==> src/rtl/memory_arbiter.sv <==
// Arbitrates one RAM port between an icache (single-word fetches) and a dcache
// (two-word blocks), with a starvation limit on instruction waits and a sticky error flag.
module memory_arbiter #(
  parameter int unsigned STARVE_MAX = 4
) (
  input  logic        CLK,
  input  logic        RST,
  // icache port
  input  logic        iREN,
  input  logic [31:0] iaddr,
  output logic        iwait,
  output logic [31:0] iload,
  // dcache port
  input  logic        dREN,
  input  logic        dWEN,
  input  logic [31:0] daddr,
  input  logic [31:0] dstore,
  output logic        dwait,
  output logic [31:0] dload,
  // RAM side
  output logic        ramREN,
  output logic        ramWEN,
  output logic [31:0] ramaddr,
  output logic [31:0] ramstore,
  input  logic [31:0] ramload,
  input  logic [1:0]  ramstate,
  output logic        ram_err
);

  localparam int unsigned CNT_W = 3;
  localparam logic [CNT_W-1:0] STARVE_LIM = CNT_W'(STARVE_MAX);
  localparam logic [CNT_W-1:0] STARVE_SAT = {CNT_W{1'b1}};

  localparam logic [1:0] RAM_ACCESS = 2'd2;
  localparam logic [1:0] RAM_ERROR  = 2'd3;

  typedef enum logic [1:0] {
    IDLE   = 2'd0,
    DGRANT = 2'd1,
    IGRANT = 2'd2
  } state_t;

  state_t           state_q, state_d;
  logic [CNT_W-1:0] starve_q, starve_d;
  logic             lock_q, lock_d;
  logic             err_q, err_d;

  logic d_req;
  logic starved;
  logic ram_access;
  logic ram_error;

  assign d_req      = dREN | dWEN;
  assign starved    = (starve_q >= STARVE_LIM);
  assign ram_access = (ramstate == RAM_ACCESS);
  assign ram_error  = (ramstate == RAM_ERROR);

  // Next-state, starvation counter, burst lock and error flag.
  always_comb begin
    state_d  = state_q;
    starve_d = starve_q;
    lock_d   = lock_q;
    err_d    = err_q;
    unique case (state_q)
      IDLE: begin
        lock_d = 1'b0;
        if (d_req && (!iREN || !starved)) begin
          state_d = DGRANT;
        end else if (iREN) begin
          state_d = IGRANT;
        end
      end
      DGRANT: begin
        if (!d_req) begin
          state_d = IDLE;
          lock_d  = 1'b0;
        end else if (ram_error) begin
          err_d   = 1'b1;
          state_d = IDLE;
          lock_d  = 1'b0;
        end else if (ram_access) begin
          if (!iREN) begin
            starve_d = '0;
          end else if (starve_q != STARVE_SAT) begin
            starve_d = starve_q + CNT_W'(1);
          end
          // A low-word completion keeps the grant for the second word of the block.
          if (!lock_q && !daddr[2]) begin
            lock_d = 1'b1;
          end else begin
            lock_d  = 1'b0;
            state_d = IDLE;
          end
        end
      end
      IGRANT: begin
        if (!iREN) begin
          state_d = IDLE;
        end else if (ram_error) begin
          err_d   = 1'b1;
          state_d = IDLE;
        end else if (ram_access) begin
          starve_d = '0;
          state_d  = IDLE;
        end
      end
      default: begin
        state_d = IDLE;
        lock_d  = 1'b0;
      end
    endcase
  end

  always_ff @(posedge CLK) begin
    if (RST) begin
      state_q  <= IDLE;
      starve_q <= '0;
      lock_q   <= 1'b0;
      err_q    <= 1'b0;
    end else begin
      state_q  <= state_d;
      starve_q <= starve_d;
      lock_q   <= lock_d;
      err_q    <= err_d;
    end
  end

  // RAM request and cache handshakes follow the grant and the live request lines.
  always_comb begin
    ramREN   = 1'b0;
    ramWEN   = 1'b0;
    ramaddr  = '0;
    ramstore = '0;
    iwait    = 1'b1;
    dwait    = 1'b1;
    unique case (state_q)
      DGRANT: begin
        ramaddr  = daddr;
        ramWEN   = dWEN;
        ramREN   = dREN & ~dWEN;
        ramstore = dstore;
        dwait    = ~ram_access;
      end
      IGRANT: begin
        ramaddr = iaddr;
        ramREN  = iREN;
        iwait   = ~ram_access;
      end
      default: ;
    endcase
  end

  assign iload   = ramload;
  assign dload   = ramload;
  assign ram_err = err_q;

endmodule
==> config.mk <==
export PLATFORM = sky130hd
export DESIGN_NAME = memory_arbiter
export DESIGN_NICKNAME = d
export VERILOG_FILES = /design/src/rtl/memory_arbiter.sv
export SDC_FILE = /design/constraint.sdc
export NUM_CORES = 1
export LEC_CHECK = 0
export CAP_MARGIN = 20
export CORE_AREA = 3 3 104 106
export DETAILED_ROUTE_END_ITERATION = 16
export DIE_AREA = 0 0 107 109
export HOLD_SLACK_MARGIN = 0.06
export PLACE_DENSITY_LB_ADDON = 0.15
export SLEW_MARGIN = 10
export SYNTH_ARGS = -nofsm -noshare
export SYNTH_HDL_FRONTEND = slang
export SYNTH_SLANG_ARGS = --single-unit
==> constraint.sdc <==
create_clock -name CLK -period 1.58 [get_ports CLK]
set_input_delay 0.316 -clock CLK [delete_from_list [all_inputs] [get_ports CLK]]
set_output_delay 0.316 -clock CLK [all_outputs]
set_load 0.02 [all_outputs]
==> results.toml <==
[timing]
maxSlewViolCount = 0
slew_headroom_pct = 79.7
fin_skew_ps = 3.13
rsz0062_at_grt = "true"
fin_crit_ps = 1800
setup_violations = 73
hold_viol = 0
worst_pin_slew_ps = 303
fmax_mhz = 557
fin_crit_sh_pct = 114
setup_slack_ps = -217

[yosys]
yosys.area_share.simple_pct = 30.8
synth_xor_area_share_pct = 0
synth_warnings = 0
synth_seq_area_share_pct = 8.45
syn-num-nets = 369
synth_top_family_by_area = "buffers and inverters"
syn_avg_cell_area_sq_um = 7.24
synth_ff_type = "dfxtp_1"
synth_mux_area_share_pct = 3.47
netlist_top_cells_count = "buf_4 (64), and2_1 (35), nor2b_1 (33)"
synth.most_common_cell = "buf_4"
synth_adder_area_share_pct = 3.77
syn_inst = 229
synth-seq-cells = 7
synth_cell_type_count = 28
synth_compound_area_share_pct = 20.4
syn_area_sq_um = 1660
synth_top_area_share_pct = 29.0
synth_area_leaders = "buf_4 (29%), a22oi_1 (14%), and2_1 (13%), nor2b_1 (12%), dfxtp_1 (8.4%)"
synth_top_area_cell = "buf_4"
synth_edf_count = 0
synthArstFlopShare_pct = 0

[finish]
area_delta_synth_final_pct = 144
antenna_cells = 0
fin_util_pct = 41.1
num-nets-final = 500
final_layout_size_suffix_gt1_share_pct = 58.2

[die]
row_count = 36
die_x_um = 107
fp.dieArea_sq_um = 11700
core_sq_um = 9860
io_pins = 268
start_util_pct = 16.8
die_h_um = 109

[drt]
met2WireLength_um = 4400
wl_per_cell_um = 17.1
dr.max_layer_used = "met4"
via_per_inst = 4.17
route.detailed.drc = 0
drt_iter0_drc = 30
ant_nets = 0
wl_met1_um = 3130
wirelength_um = 8440
wl_met3_um = 775
firstDrtPassIters = 4
vias = 2053

[clock_tree]
cts_tree = "yes"
clk_pin_slew_ps = 40
cts.sinks = 7
numCtsBuffers = 3
cts-root-buf = "clkbuf_8"
clkLatencyLatePin_ps = 230
cts_max_level = 1
clock_path_buffers = 2
postCtsHoldBufs = 0

[pwr]
p_clk_share_pct = 12.0
intPower_mw = 1.35
seqPwrFrac_pct = 9.2
combinationalPowerShare_pct = 78.8
p_leak_nw = 1.60
peakVddDrop_uv = 272
p_per_area_nw_per_um2 = 524
total_power_mw = 2.12
p_sw_mw = 0.771
swShare_pct = 36.3

[placement]
io_buffers = 171
gp_congestion = 0.684
dp_hpwl_um = 5760

[worst_setup_path]
endpoint_kind = "output pin"
slowest_stage = "dfxtp_2"
crit_fanout = 6
crit_arrival_ps = 1480
critPathKind = "flop to output pin"
start_kind = "flop"
required_ps = 1260
path_common_cell = "buf_6"
crit_path_cell_trace = "buf_6, ha_4, buf_6, nand2_4, o21ai_2, and2_4, buf_6"
max_stage_delay_ps = 330

[status]
failed_checks = "setup timing"
status = "finished with violations"

[grt]
grt_overflow = 0
grt_pass1_wl_um = 11800
grt_pass1_vias = 2139
grt_max_degree = 28
grt_use_total_pct = 12.7
antenna_found_initial = 0

[hold_path]
hp-class = "flop to flop"

[flow_run]
timing.max_cap.violations = 0
## per-stage QoR
| stage | cells | hold slack, ps | setup TNS [ps] | setup WS, ps | instance area, sq um |
|---|---|---|---|---|---|
| after detailed placement | 472 | 469 | -29170 | -661 | 3270 |
| after global routing | 492 | 517 | -14560 | -276 | 4060 |
| after CTS | 489 | 478 | -11070 | -220 | 3830 |
| after global placement | 472 | 463 | -29120 | -642 | 3270 |
| after floorplan | 229 | 382 | 0 | 15.3 | 1750 |
| final | 492 | 475 | -10120 | -217 | 4060 |
## flip-flops by register name, indices dropped and copies added, names as in the netlist
signal and flops:
state_q 2, ram_err 1, starve_q 3, lock_q 1
## power by group through the flow
stage,combinational (mW),sequential (mW),clock [mW]
floorplan,0.773,0.197,0
global placement,1.19,0.195,0
detailed placement,1.19,0.195,0
CTS,1.59,0.195,0.259
global route,1.77,0.197,0.277
finish,1.67,0.196,0.255
## cells in the final DEF, fill, tap and decap left out, types with 2 or more instances in the layout
| cell type | count |
|---|---|
| a21oi_2 | 2 |
| a22o_1 | 2 |
| a22oi_2 | 32 |
| and2_1 | 20 |
| and2_4 | 14 |
| buf_12 | 7 |
| buf_16 | 5 |
| buf_4 | 20 |
| buf_6 | 66 |
| clkbuf_16 | 3 |
| clkbuf_8 | 3 |
| clkdlybuf4s50_1 | 97 |
| dfxtp_1 | 5 |
| dlygate4sd2_1 | 5 |
| ha_1 | 2 |
| ha_4 | 3 |
| mux2_4 | 2 |
| nand2_4 | 4 |
| nor2_1 | 4 |
| nor2b_1 | 3 |
| nor2b_2 | 28 |
| nor2b_4 | 2 |
| nor3b_1 | 2 |
| o21ai_0 | 2 |
| o21ai_2 | 2 |
## layout make-up
| class | instances | area, sq um |
|---|---|---|
| fillers | 988 | 5810 |
| repair buffers | 205 | 2290 |
| multi-input cells | 140 | 1400 |
| well taps | 133 | 166 |
| flip-flops and latches | 7 | 145 |
| clock buffers | 4 | 45.0 |
| inverters | 3 | 13.8 |
## cell families after synthesis
group | Yosys count
AOI/OAI and AO/OA | 46
DFF | 7
muxes | 5
adders and majority gates | 5
buffers and inverters | 82
and+or+nand+nor | 84
## path summary, 6_finish.rpt
path	startpoint	to	slack [ps]	depth (start not counted)
worst max register to register	state_q[1]$_SDFFE_PP0P_	starve_q[0]$_SDFFE_PP0P_	-170	8
worst min-delay path	starve_q[1]$_SDFFE_PP0P_	starve_q[1]$_SDFFE_PP0P_	480	1
worst min register to register	starve_q[1]$_SDFFE_PP0P_	starve_q[1]$_SDFFE_PP0P_	480	1
worst max-delay path	state_q[0]$_SDFFE_PP0P_	ramREN	-220	7
## worst max-delay path, delay by kind of cell, from the launching register on
| family | cells | cell delay, ps |
|---|---|---|
| adders and majority gates | 1 | 230 |
| DFF | 1 | 330 |
| buffers and inverters | 3 | 340 |
| and+or+nand+nor | 2 | 200 |
| AOI/OAI and AO/OA | 1 | 160 |
## timing repair
item,CTS,global route
pin swaps,23,11
setup buffers,7,1
hold endpoints to repair,0,0
gates cloned,6,3
endpoints found under the setup margin,73,74
resized for setup,461,43
## layer usage
layer	vias to the layer above	track usage (%)
met5	-	0
met4	0	2.92
met3	15	3.61
met2	128	23.2
met1	934	14.6
li1	976	-
Power figures use the tool's default switching activity.
